[config.mk]
export PLATFORM = sky130hd
export DESIGN_NAME = pc_sequencer
export DESIGN_NICKNAME = d
export VERILOG_FILES = /design/src/rtl/pc_sequencer.sv
export SDC_FILE = /design/constraint.sdc
export NUM_CORES = 1
export LEC_CHECK = 0
export CAP_MARGIN = 20
export CELL_PAD_IN_SITES_DETAIL_PLACEMENT = 0
export CELL_PAD_IN_SITES_GLOBAL_PLACEMENT = 1
export CORE_MARGIN = 2
export CORE_UTILIZATION = 36
export DETAILED_ROUTE_END_ITERATION = 10
export GPL_ROUTABILITY_DRIVEN = 0
export PLACE_DENSITY_LB_ADDON = 0.1
export SLEW_MARGIN = 20
export SYNTH_ARGS = -nofsm -noshare
export SYNTH_HDL_FRONTEND = slang
export SYNTH_SLANG_ARGS = --single-unit
[constraint.sdc]
create_clock -name i_clk -period 3.5 [get_ports i_clk]
set_input_delay 0.875 -clock i_clk [delete_from_list [all_inputs] [get_ports i_clk]]
set_output_delay 0.875 -clock i_clk [all_outputs]
set_load 0.01 [all_outputs]
[src/rtl/pc_sequencer.sv]
// ---------------------------------------------------------------------------
// pc_sequencer
//
// Program counter for the CPU fetch stage. It sits between the control unit,
// which raises jump, trap and mret requests, and instruction fetch, which
// consumes o_PC. Beyond plain advance and jump it provides:
//   - a reset vector,
//   - trap entry and mret return,
//   - detection of misaligned jump targets,
//   - a circular return-address stack (RAS) that predicts return addresses.
//
// Optional feature, selected by the macro PC_SEQUENCER_INSTRET_EN:
//   defined   : o_instret counts accepted retirements (mret, taken aligned
//               jump, sequential advance) and wraps at 2^64.
//   undefined : no counter is built and o_instret is tied to 0.
//
// Parameters
//   XLEN          PC and address width in bits.
//   RESET_VECTOR  PC loaded on reset. Its low 2 bits must be 0.
//   RAS_DEPTH     number of RAS entries. Power of two, 2..16.
//
// Ports
//   i_clk            clock; all state updates on the rising edge
//   i_rst            synchronous active-high reset; overrides every input
//   i_load_PC        retire strobe; qualifies jump, mret and advance
//   i_jump_DV        jump or branch taken
//   i_jump_address   jump target
//   i_trap           trap request; acts even when i_load_PC is low
//   i_trap_vector    trap handler base (mtvec); low 2 bits ignored
//   i_mret           return from trap
//   i_mepc           trap return address; low 2 bits ignored
//   i_call           current jump is a call (push PC+4)
//   i_ret            current jump is a return (pop)
//   o_PC             current PC
//   o_PC_prev        PC before the last update
//   o_misaligned     one-cycle pulse: a taken jump target was not word aligned
//   o_bad_addr       last misaligned target; held until the next one or reset
//   o_ras_top        predicted return address; 0 when the RAS is empty
//   o_ras_valid      RAS is non-empty
//   o_ras_overflow   sticky: a push overwrote the oldest entry
//   o_instret        retired instruction count (0 unless the macro is defined)
// ---------------------------------------------------------------------------
module pc_sequencer #(
    parameter int              XLEN         = 32,
    parameter logic [XLEN-1:0] RESET_VECTOR = '0,
    parameter int              RAS_DEPTH    = 4
) (
    input  logic            i_clk,
    input  logic            i_rst,
    input  logic            i_load_PC,
    input  logic            i_jump_DV,
    input  logic [XLEN-1:0] i_jump_address,
    input  logic            i_trap,
    input  logic [XLEN-1:0] i_trap_vector,
    input  logic            i_mret,
    input  logic [XLEN-1:0] i_mepc,
    input  logic            i_call,
    input  logic            i_ret,
    output logic [XLEN-1:0] o_PC,
    output logic [XLEN-1:0] o_PC_prev,
    output logic            o_misaligned,
    output logic [XLEN-1:0] o_bad_addr,
    output logic [XLEN-1:0] o_ras_top,
    output logic            o_ras_valid,
    output logic            o_ras_overflow,
    output logic [63:0]     o_instret
);

    localparam int PTR_W = (RAS_DEPTH > 1) ? $clog2(RAS_DEPTH) : 1;
    localparam int CNT_W = $clog2(RAS_DEPTH + 1);

    localparam logic [XLEN-1:0]  PC_INCR    = XLEN'(4);
    localparam logic [XLEN-1:0]  ALIGN_MASK = ~XLEN'(3);
    localparam logic [CNT_W-1:0] CNT_FULL   = CNT_W'(RAS_DEPTH);

    // What happens to the PC on this edge. The list is in priority order.
    typedef enum logic [2:0] {
        SEL_HOLD,
        SEL_TRAP,
        SEL_MRET,
        SEL_JUMP,
        SEL_MISALIGN,
        SEL_ADVANCE
    } pc_sel_e;

    pc_sel_e pc_sel;

    logic [XLEN-1:0]  pc_q, pc_d;
    logic [XLEN-1:0]  pc_prev_q, pc_prev_d;
    logic             misaligned_q, misaligned_d;
    logic [XLEN-1:0]  bad_addr_q, bad_addr_d;
    logic [XLEN-1:0]  pc_plus4;

    logic [XLEN-1:0]  ras_q [RAS_DEPTH];
    logic [XLEN-1:0]  ras_d [RAS_DEPTH];
    logic [PTR_W-1:0] ras_ptr_q, ras_ptr_d;
    logic [CNT_W-1:0] ras_cnt_q, ras_cnt_d;
    logic             ras_ovf_q, ras_ovf_d;
    logic [XLEN-1:0]  ras_top_q, ras_top_d;

    assign pc_plus4 = pc_q + PC_INCR;

    // ------------------------------------------------------------------
    // Request decode
    // ------------------------------------------------------------------
    // NOTE: every signal assigned in an always_comb gets a default first, so
    // no path through the block leaves it unassigned and no latch is inferred.
    always_comb begin
        pc_sel = SEL_HOLD;
        if (i_trap) begin
            pc_sel = SEL_TRAP;
        end else if (i_load_PC) begin
            if (i_mret) begin
                pc_sel = SEL_MRET;
            end else if (i_jump_DV) begin
                pc_sel = (i_jump_address[1:0] == 2'b00) ? SEL_JUMP : SEL_MISALIGN;
            end else begin
                pc_sel = SEL_ADVANCE;
            end
        end
    end

    // ------------------------------------------------------------------
    // Next PC, previous PC and misalignment reporting
    // ------------------------------------------------------------------
    always_comb begin
        pc_d         = pc_q;
        pc_prev_d    = pc_prev_q;
        misaligned_d = 1'b0;
        bad_addr_d   = bad_addr_q;
        case (pc_sel)
            SEL_TRAP: begin
                pc_d      = i_trap_vector & ALIGN_MASK;
                pc_prev_d = pc_q;
            end
            SEL_MRET: begin
                pc_d      = i_mepc & ALIGN_MASK;
                pc_prev_d = pc_q;
            end
            SEL_JUMP: begin
                pc_d      = i_jump_address;
                pc_prev_d = pc_q;
            end
            SEL_MISALIGN: begin
                // The PC stays put so fetch does not chase a bad target.
                misaligned_d = 1'b1;
                bad_addr_d   = i_jump_address;
            end
            SEL_ADVANCE: begin
                pc_d      = pc_plus4;
                pc_prev_d = pc_q;
            end
            default: begin
                pc_d = pc_q;
            end
        endcase
    end

    // ------------------------------------------------------------------
    // Return-address stack
    //
    // ras_ptr_q addresses the current top entry and ras_cnt_q counts the
    // live entries. A push moves the pointer up one slot, wrapping, so that
    // once the stack is full the next push lands on the oldest entry.
    // Call/return hints are honoured only on a taken, aligned jump.
    // ------------------------------------------------------------------
    always_comb begin
        ras_d     = ras_q;
        ras_ptr_d = ras_ptr_q;
        ras_cnt_d = ras_cnt_q;
        ras_ovf_d = ras_ovf_q;
        if (pc_sel == SEL_JUMP) begin
            if (i_call && i_ret) begin
                // Tail call through a return: swap the top, net depth unchanged.
                ras_d[ras_ptr_q] = pc_plus4;
                if (ras_cnt_q == '0) begin
                    ras_cnt_d = CNT_W'(1);
                end
            end else if (i_call) begin
                ras_ptr_d        = ras_ptr_q + PTR_W'(1);
                ras_d[ras_ptr_d] = pc_plus4;
                if (ras_cnt_q == CNT_FULL) begin
                    ras_ovf_d = 1'b1;
                end else begin
                    ras_cnt_d = ras_cnt_q + CNT_W'(1);
                end
            end else if (i_ret && (ras_cnt_q != '0)) begin
                ras_ptr_d = ras_ptr_q - PTR_W'(1);
                ras_cnt_d = ras_cnt_q - CNT_W'(1);
            end
        end
        // The top is registered from the next state so o_ras_top comes
        // straight from a flop rather than through the read mux.
        ras_top_d = (ras_cnt_d == '0) ? '0 : ras_d[ras_ptr_d];
    end

    // ------------------------------------------------------------------
    // State registers
    // ------------------------------------------------------------------
    // NOTE: sequential state uses non-blocking assignments only, so every
    // flop samples the pre-edge value of every other flop.
    always_ff @(posedge i_clk) begin
        if (i_rst) begin
            pc_q         <= RESET_VECTOR;
            pc_prev_q    <= RESET_VECTOR;
            misaligned_q <= 1'b0;
            bad_addr_q   <= '0;
            ras_ptr_q    <= '0;
            ras_cnt_q    <= '0;
            ras_ovf_q    <= 1'b0;
            ras_top_q    <= '0;
        end else begin
            pc_q         <= pc_d;
            pc_prev_q    <= pc_prev_d;
            misaligned_q <= misaligned_d;
            bad_addr_q   <= bad_addr_d;
            ras_ptr_q    <= ras_ptr_d;
            ras_cnt_q    <= ras_cnt_d;
            ras_ovf_q    <= ras_ovf_d;
            ras_top_q    <= ras_top_d;
        end
    end

    // NOTE: the RAS storage has no reset. An entry is only ever read after a
    // push has written it, and an empty stack reports 0 through ras_top_q, so
    // clearing the array would only add reset fan-out.
    always_ff @(posedge i_clk) begin
        ras_q <= ras_d;
    end

    // ------------------------------------------------------------------
    // Retired-instruction counter
    // ------------------------------------------------------------------
`ifdef PC_SEQUENCER_INSTRET_EN
    logic        retire;
    logic [63:0] instret_q, instret_d;

    // Traps and misaligned jumps do not retire an instruction.
    assign retire = (pc_sel == SEL_MRET) || (pc_sel == SEL_JUMP) ||
                    (pc_sel == SEL_ADVANCE);

    always_comb begin
        instret_d = instret_q;
        if (retire) begin
            instret_d = instret_q + 64'd1;
        end
    end

    always_ff @(posedge i_clk) begin
        if (i_rst) begin
            instret_q <= '0;
        end else begin
            instret_q <= instret_d;
        end
    end

    assign o_instret = instret_q;
`else
    assign o_instret = '0;
`endif

    // ------------------------------------------------------------------
    // Outputs: all driven straight from flops
    // ------------------------------------------------------------------
    assign o_PC           = pc_q;
    assign o_PC_prev      = pc_prev_q;
    assign o_misaligned   = misaligned_q;
    assign o_bad_addr     = bad_addr_q;
    assign o_ras_top      = ras_top_q;
    assign o_ras_valid    = (ras_cnt_q != '0);
    assign o_ras_overflow = ras_ovf_q;

endmodule
==> summary.md <==
| Metric | Value |
|---|---|
| CTS tree | done |
| Hold_buf cts | 0 |
| Core area | about 0.032 mm² |
| Reg clk slew, reported paths | 60 ps |
| Avg WL per Cell | ~17 µm |
| Fin crit period | 3170 ps |
| Post-CTS Setup Inserts | 0 |
| Layout Cells excl Fill | between 2000 and 2500 |
| Longest Clk Path Bufs | 3 |
| Critical Path Fanout Max | 12 |
| RSZ-0062 raised after global routing | false |
| Net switching fraction of the power | 25.2% |
| N_diodes | 0 |
| Post-Route WL | 36600 µm |
| Seq/Total Area, Yosys | 45.5% |
| CTS resizes | 0 |
| CTS sink count | 263 |
| Commonest non-fill, non-tap cell in the layout | nand2_1 |
| DRC | 0 |
| Dpl ws | -114 ps |
| Die width | around 180 µm |
| Fin Clk Skew | 14.9 ps |
| Largest net degree at the start of global routing | 56 |
| PD cells | around 470 mW/mm² |
| PortBufs | 230 |
| Clk pwr share | 44.1% |
| Sequential power share | 43.3% |
| GR Overflow Total | 0 |
| Drt initial violations | 569 |
| Vias per inst | approximately 5 |
| Slew margin rel. | approximately 46% |
| Final worst slack | ~330 ps |
| R2R setup slack | 330 ps |
| Post-synth ARST share | 0% |
| Ys flop type | dfxtp_1 |
| P_leak | 6.02 nW |
| Post-DP HPWL | 27000 µm |
| Layout cells sized above 1 | 12.5% |
| Fmax | ~320 MHz |
| Vias in the first global route | 9851 |
| Die ar. | 0.0336 mm² |
| Final worst path period share | 90.6% |
| Final #Nets | 1781 |
| DIE HEIGHT | 183 µm |
| Kind of critical path | reg -> reg |
| Critical Path RT | 3930 ps |
| Dpl cells | between 2000 and 2500 |
| Slew @ Worst Pin | approximately 800 ps |
| Distinct cell type count after synthesis | 65 |
| Clock H-tree levels | 1 |
| Total CTS buffers | 30 |
| Synth Cell Area | 0.0116 mm² |
| Most frequent cells in the layout | nand2_1 (300), dfxtp_1 (263), clkdlybuf4s50_1 (229), a21oi_1 (145), buf_4 (99) |
| I/O pins | 299 |
| Yosys warns | 0 |
| CP Data Arrival Time | 3600 ps |
| Antenna Nets Post-Route | 0 |
| Initial Utilization | between 30% and 40% |
| Cells after synthesis | 1392 |
| Crit start category | flop |
| Final Max Slew Viols | 0 |
| Worst Setup End Kind | flop |
| Worst skew pair latency | 550 ps |
| Row Count | 65 |
| Worst hold path class | reg -> reg |
| Total of max-cap violations | 0 |
| Peak supply drop | 0.000485 V |
| Root Buffer | clkbuf_16 |
| Psw | approximately 1.9 mW |
| Hold Vio Cnt, Final | 0 |
| Internal power | roughly 5.6 mW |
| Yosys reg bits | approximately 260 |
| Via count | 10500 |
| Utilization after layout | roughly half |
| Final setup vio count | 0 |
| Number of synthesized flops with an enable pin | 0 |
| Drt first pass iters | 5 |
| FILL cells | 3124 |
| Post-Syn Area per Cell | 8.31 µm² |
| First-pass GRT wire length | 56400 µm |
| Combinational power share | 12.6% |
| Total GRT Usage | 21.3% |
| Status | finished, final reports clean |
| Initial antenna violation count | 0 |
| Area grow syn2layout | 36.8% |
final timing paths:
path               from             to  cells after the start
max reg2reg     o_PC[2]  o_ras_top[30]                      8
min reg2reg  ras_q[105]     ras_q[105]                      2
max             o_PC[2]  o_ras_top[30]                      8
min          ras_q[105]     ras_q[105]                      2
flip-flops by register name (all words and copies together) (netlist names):
name and cells:
o_PC 32, o_PC_prev 32, o_bad_addr 32, o_misaligned 1, o_ras_overflow 1, o_ras_top 32
ras_cnt_q 3, ras_ptr_q 2, ras_q 128
synthesized netlist by cell type, types with 7 or more instances:
library cell,n,area [µm²]
a211oi_1,33,248
a21oi_1,146,731
a221oi_1,7,61.3
a22oi_1,29,218
a311oi_1,9,78.8
a31oi_1,10,62.6
and3_1,7,43.8
buf_1,8,30.0
buf_2,19,95.1
buf_4,65,488
clkbuf_1,66,248
dfxtp_1,263,5270
ha_1,8,100
inv_1,26,97.6
mux2_2,11,124
mux2i_1,7,70.1
mux4_2,14,315
nand2_1,300,1130
nand3_1,26,130
nor2_1,94,353
nor2b_1,18,113
nor3_1,13,65.1
o211ai_1,10,75.1
o21ai_0,85,425
or3_1,9,56.3
xnor2_1,21,184
xor2_1,10,87.6
metrics by stage:
stage                     power [mW]  area (µm²)  hold slack (ps)  setup TNS (ps)
after CTS                       7.52       15800              449               0
after global placement          4.22       14800              424            -148
final                           7.45       15800              443               0
after detailed placement        4.23       14800              433            -986
after floorplan                 3.79       11800              414               0
after global routing            7.77       15800              463               0
power groups by stage:
stage / Clock [mW] / Sequential (mW) / Combinational [mW]
finish: 3.28 / 3.23 / 0.938
global route: 3.49 / 3.24 / 1.03
CTS: 3.35 / 3.23 / 0.943
detailed placement: 0 / 3.30 / 0.939
global placement: 0 / 3.29 / 0.932
floorplan: 0 / 3.28 / 0.506
kinds of logic (layout without fill, tap and decap cells):
kind of cell	Yosys count	in the layout	synth area share [%]
buffers and inverters	186	422	8.42
DFF	263	263	45.5
muxes	32	32	4.40
xor gates and xnor gates	31	31	2.35
other	1	64	0.0324
and+or+nand+nor	497	497	18.7
adders and majority gates	8	8	0.865
AOI/OAI and AO/OA	374	374	19.8
critical path, cell delays in order (launching register included):
cell	delay [ps]
dfxtp_1	680
ha_1	290
nand3_2	190
or4_4	650
nor3_2	230
xnor2_1	260
o21ai_0	310
mux2i_1	110
a221oi_1	320
area by class of cell:
cell class	instances	area, µm²	area share, %
sequential	263	5270	33.3
clock buffer	44	905	5.72
timing repair buffer	342	3320	21.0
clock inverter	10	131	0.830
inverter	26	97.6	0.617
tap	402	503	3.18
multi-input combinational	1006	5610	35.4
layer usage:
layer  up-vias  wire length, µm  part of all wire, %  track usage, %
met3        45             2760                  7.5            5.92
met4         0              627                  1.7            4.35
met2       292            16200                   44            33.4
li1       5258                -                    -               -
met5         -                0                    0               0
met1      4903            17000                   46            29.4
Power figures use the tool's default switching activity.
==> patch: new RTL, same flow settings <==
Change the parameter `XLEN` from 32 to 36.
--- a/src/rtl/pc_sequencer.sv
+++ b/src/rtl/pc_sequencer.sv
@@ -41,7 +41,7 @@
 //   o_instret        retired instruction count (0 unless the macro is defined)
 // ---------------------------------------------------------------------------
 module pc_sequencer #(
-    parameter int              XLEN         = 32,
+    parameter int              XLEN         = 36,
     parameter logic [XLEN-1:0] RESET_VECTOR = '0,
     parameter int              RAS_DEPTH    = 4
 ) (
Ports: changed (7 resized); port bits go from 299 to 327. No check against the original RTL was run, so the function may have changed too.
==> patch against the unedited design <==
- combinational power rose by 0.5%
- routed wire length grew 18%
- maximum frequency is 7.0% higher
- via count increased by 11%
- sequential cell count increased by 32
- power increased by 9.0%
- highest routed layer unchanged
- register-to-register slack improved by 0.36 ns
- final area rose by 10%
- clock power is 8.8% higher
- synthesized area up 13%
- worst setup slack improved by 0.21 ns
==> patch: results (changes against the unedited design) <==
| Metric | Value |
|---|---|
| Post-detail-place hpwl | `31.1 mm (+15%)` |
| Worst setup slack before clock tree synthesis | `0.0252 ns (+0.139 ns)` |
| Max stage delay on crit path | `0.54 ns (-0.14 ns)` |
| Number of flip-flops under the largest register name | `144 (+13%)` |
| Worst-skew pair later-pin latency | `0.51 ns (-0.04 ns)` |
| Multi-input logic portion of the cell area | `36.4% (+0.98 points)` |
| WL per Instance | `18.6 um (+6.5%)` |
| Arrival time worst endpoint | `2.09 ns (-1.51 ns)` |
| Top delay family on crit path | `buffers and inverters` |
| Inverters | `13 (-50%)` |
| CP Max Fanout | `5 (-7)` |
| R2r startpoint | `o_PC[18]` |
| Clock network contribution to total cell area | `6.52% (-0.024 points)` |
| Port Buffers | `258 (+12%)` |
| Number of multi-input logic gates | `1144 (+14%)` |
| Critical path startpoint | `ras_cnt_q[0]` |
| Worst path slowest cell | `sky130_fd_sc_hd__clkdlybuf4s50_1` |
| Clock buffers | `57 (+30%)` |
| Result of the run | `complete, no violations` |
| Initial antenna violation count | `1 (+1)` |
| Mean number of vias per cell | `5.03 (+0.31%)` |
| H-tree level count | `2 (+1)` |
| Internal Power | `6100 uW (+9.5%)` |
| Total routing usage reported by global routing | `22.4% (+1.1 points)` |
| First-pass GRT wire length | `66.6 mm (+18%)` |
| Total number of clock tree sinks | `295 (+12%)` |
| Fill cell instance count of the final layout | `3513 (+12%)` |
| Relative contribution of sequential cells to total power | `44.4% (+1.1 points)` |
| Number of antenna cells inserted | `1 (+1)` |
| Register area share after synthesis | `45.3% (-0.15 points)` |
| Synth top area cells | `sky130_fd_sc_hd__dfxtp_1 (45%), sky130_fd_sc_hd__nand2_1 (9.5%), sky130_fd_sc_hd__a21oi_1 (7.0%)` |
| Placed cell count | `2256 (+11%)` |
| Share of final-layout standard cells stronger than drive strength 1 | `9.70% (-2.8 points)` |
| Share of total power in combinational logic | `11.6% (-1.0 points)` |
| Hold path start | `ras_q[43]` |
| Area of all sequential standard cells | `0.00591 mm^2 (+12%)` |
| Largest net degree at the start of global routing | `109 (+95%)` |
| Standby leakage power | `0.00658 uW (+9.3%)` |
| Overall via count from detail_route | `11700 (+11%)` |
| Non-Clock Buffer Area Fraction | `19.6% (-1.4 points)` |
| Max IR drop VDD | `0.333 mV (-31%)` |
| Library cells used by synthesis | `69 (+6.2%)` |
| Synthesized area divided by synthesized cell count | `8.31 um^2 (about the same)` |
| Most instantiated cells after synthesis | `sky130_fd_sc_hd__nand2_1 (330), sky130_fd_sc_hd__dfxtp_1 (295), sky130_fd_sc_hd__a21oi_1 (183), sky130_fd_sc_hd__nor2_1 (129), sky130_fd_sc_hd__buf_4 (68)` |
| Signed area change from the synthesized netlist to the final layout | `33.8%` |
| Number of buffers outside the clock class in the layout | `343 (+0.29%)` |
| CTS buffer count | `35 (+17%)` |
==> patch: routing by layer <==
| metal | track usage (%) | share of wire [%] |
|---|---|---|
| met1 | 29.8 | 45 |
| met2 | 36.3 | 46 |
| met3 | 6.14 | 7.5 |
| met4 | 4.52 | 1.6 |
| met5 | 0 | 0 |
==> patch: cells by family after synthesis <==
family          Yosys count  synth area share, %
simple gates            591                 19.5
compound gates          396                 18.8
flops                   295                 45.3
buf+inv                 192                 8.02
mux                      50                 5.10
xor+xnor                 35                 2.50
fa+ha+maj                 8                0.769
other cells               1               0.0288
==> patch: through the flow <==
step | util, % | total power, uW | cell area, um^2 | hold WS [ns]
3_5_place_dp | 45.8 | 4620 | 16300 | 0.428
5_1_grt | 49.0 | 8450 | 17400 | 0.464
3_3_place_gp | 45.8 | 4610 | 16300 | 0.421
4_1_cts | 49.0 | 8200 | 17400 | 0.445
2_1_floorplan | - | 4170 | 13300 | 0.411
6_report | 49.0 | 8120 | 17400 | 0.441
==> patch: final timing paths <==
path	endpoint	slack [ns]	cells after the start
max reg2reg	o_ras_top[32]	0.69	7
min reg2reg	ras_q[43]	0.44	2
max	o_ras_valid	0.54	5
min	ras_q[43]	0.44	2
==> patch: worst reg2reg max path: stages (launching register included) <==
cell and delay [ns]:
sky130_fd_sc_hd__dfxtp_1 0.52, sky130_fd_sc_hd__and3_1 0.51, sky130_fd_sc_hd__nand3_1 0.20, sky130_fd_sc_hd__nor4_2 0.31
sky130_fd_sc_hd__xnor2_1 0.32, sky130_fd_sc_hd__a21oi_1 0.28, sky130_fd_sc_hd__mux2i_1 0.11, sky130_fd_sc_hd__a2111oi_2 0.44
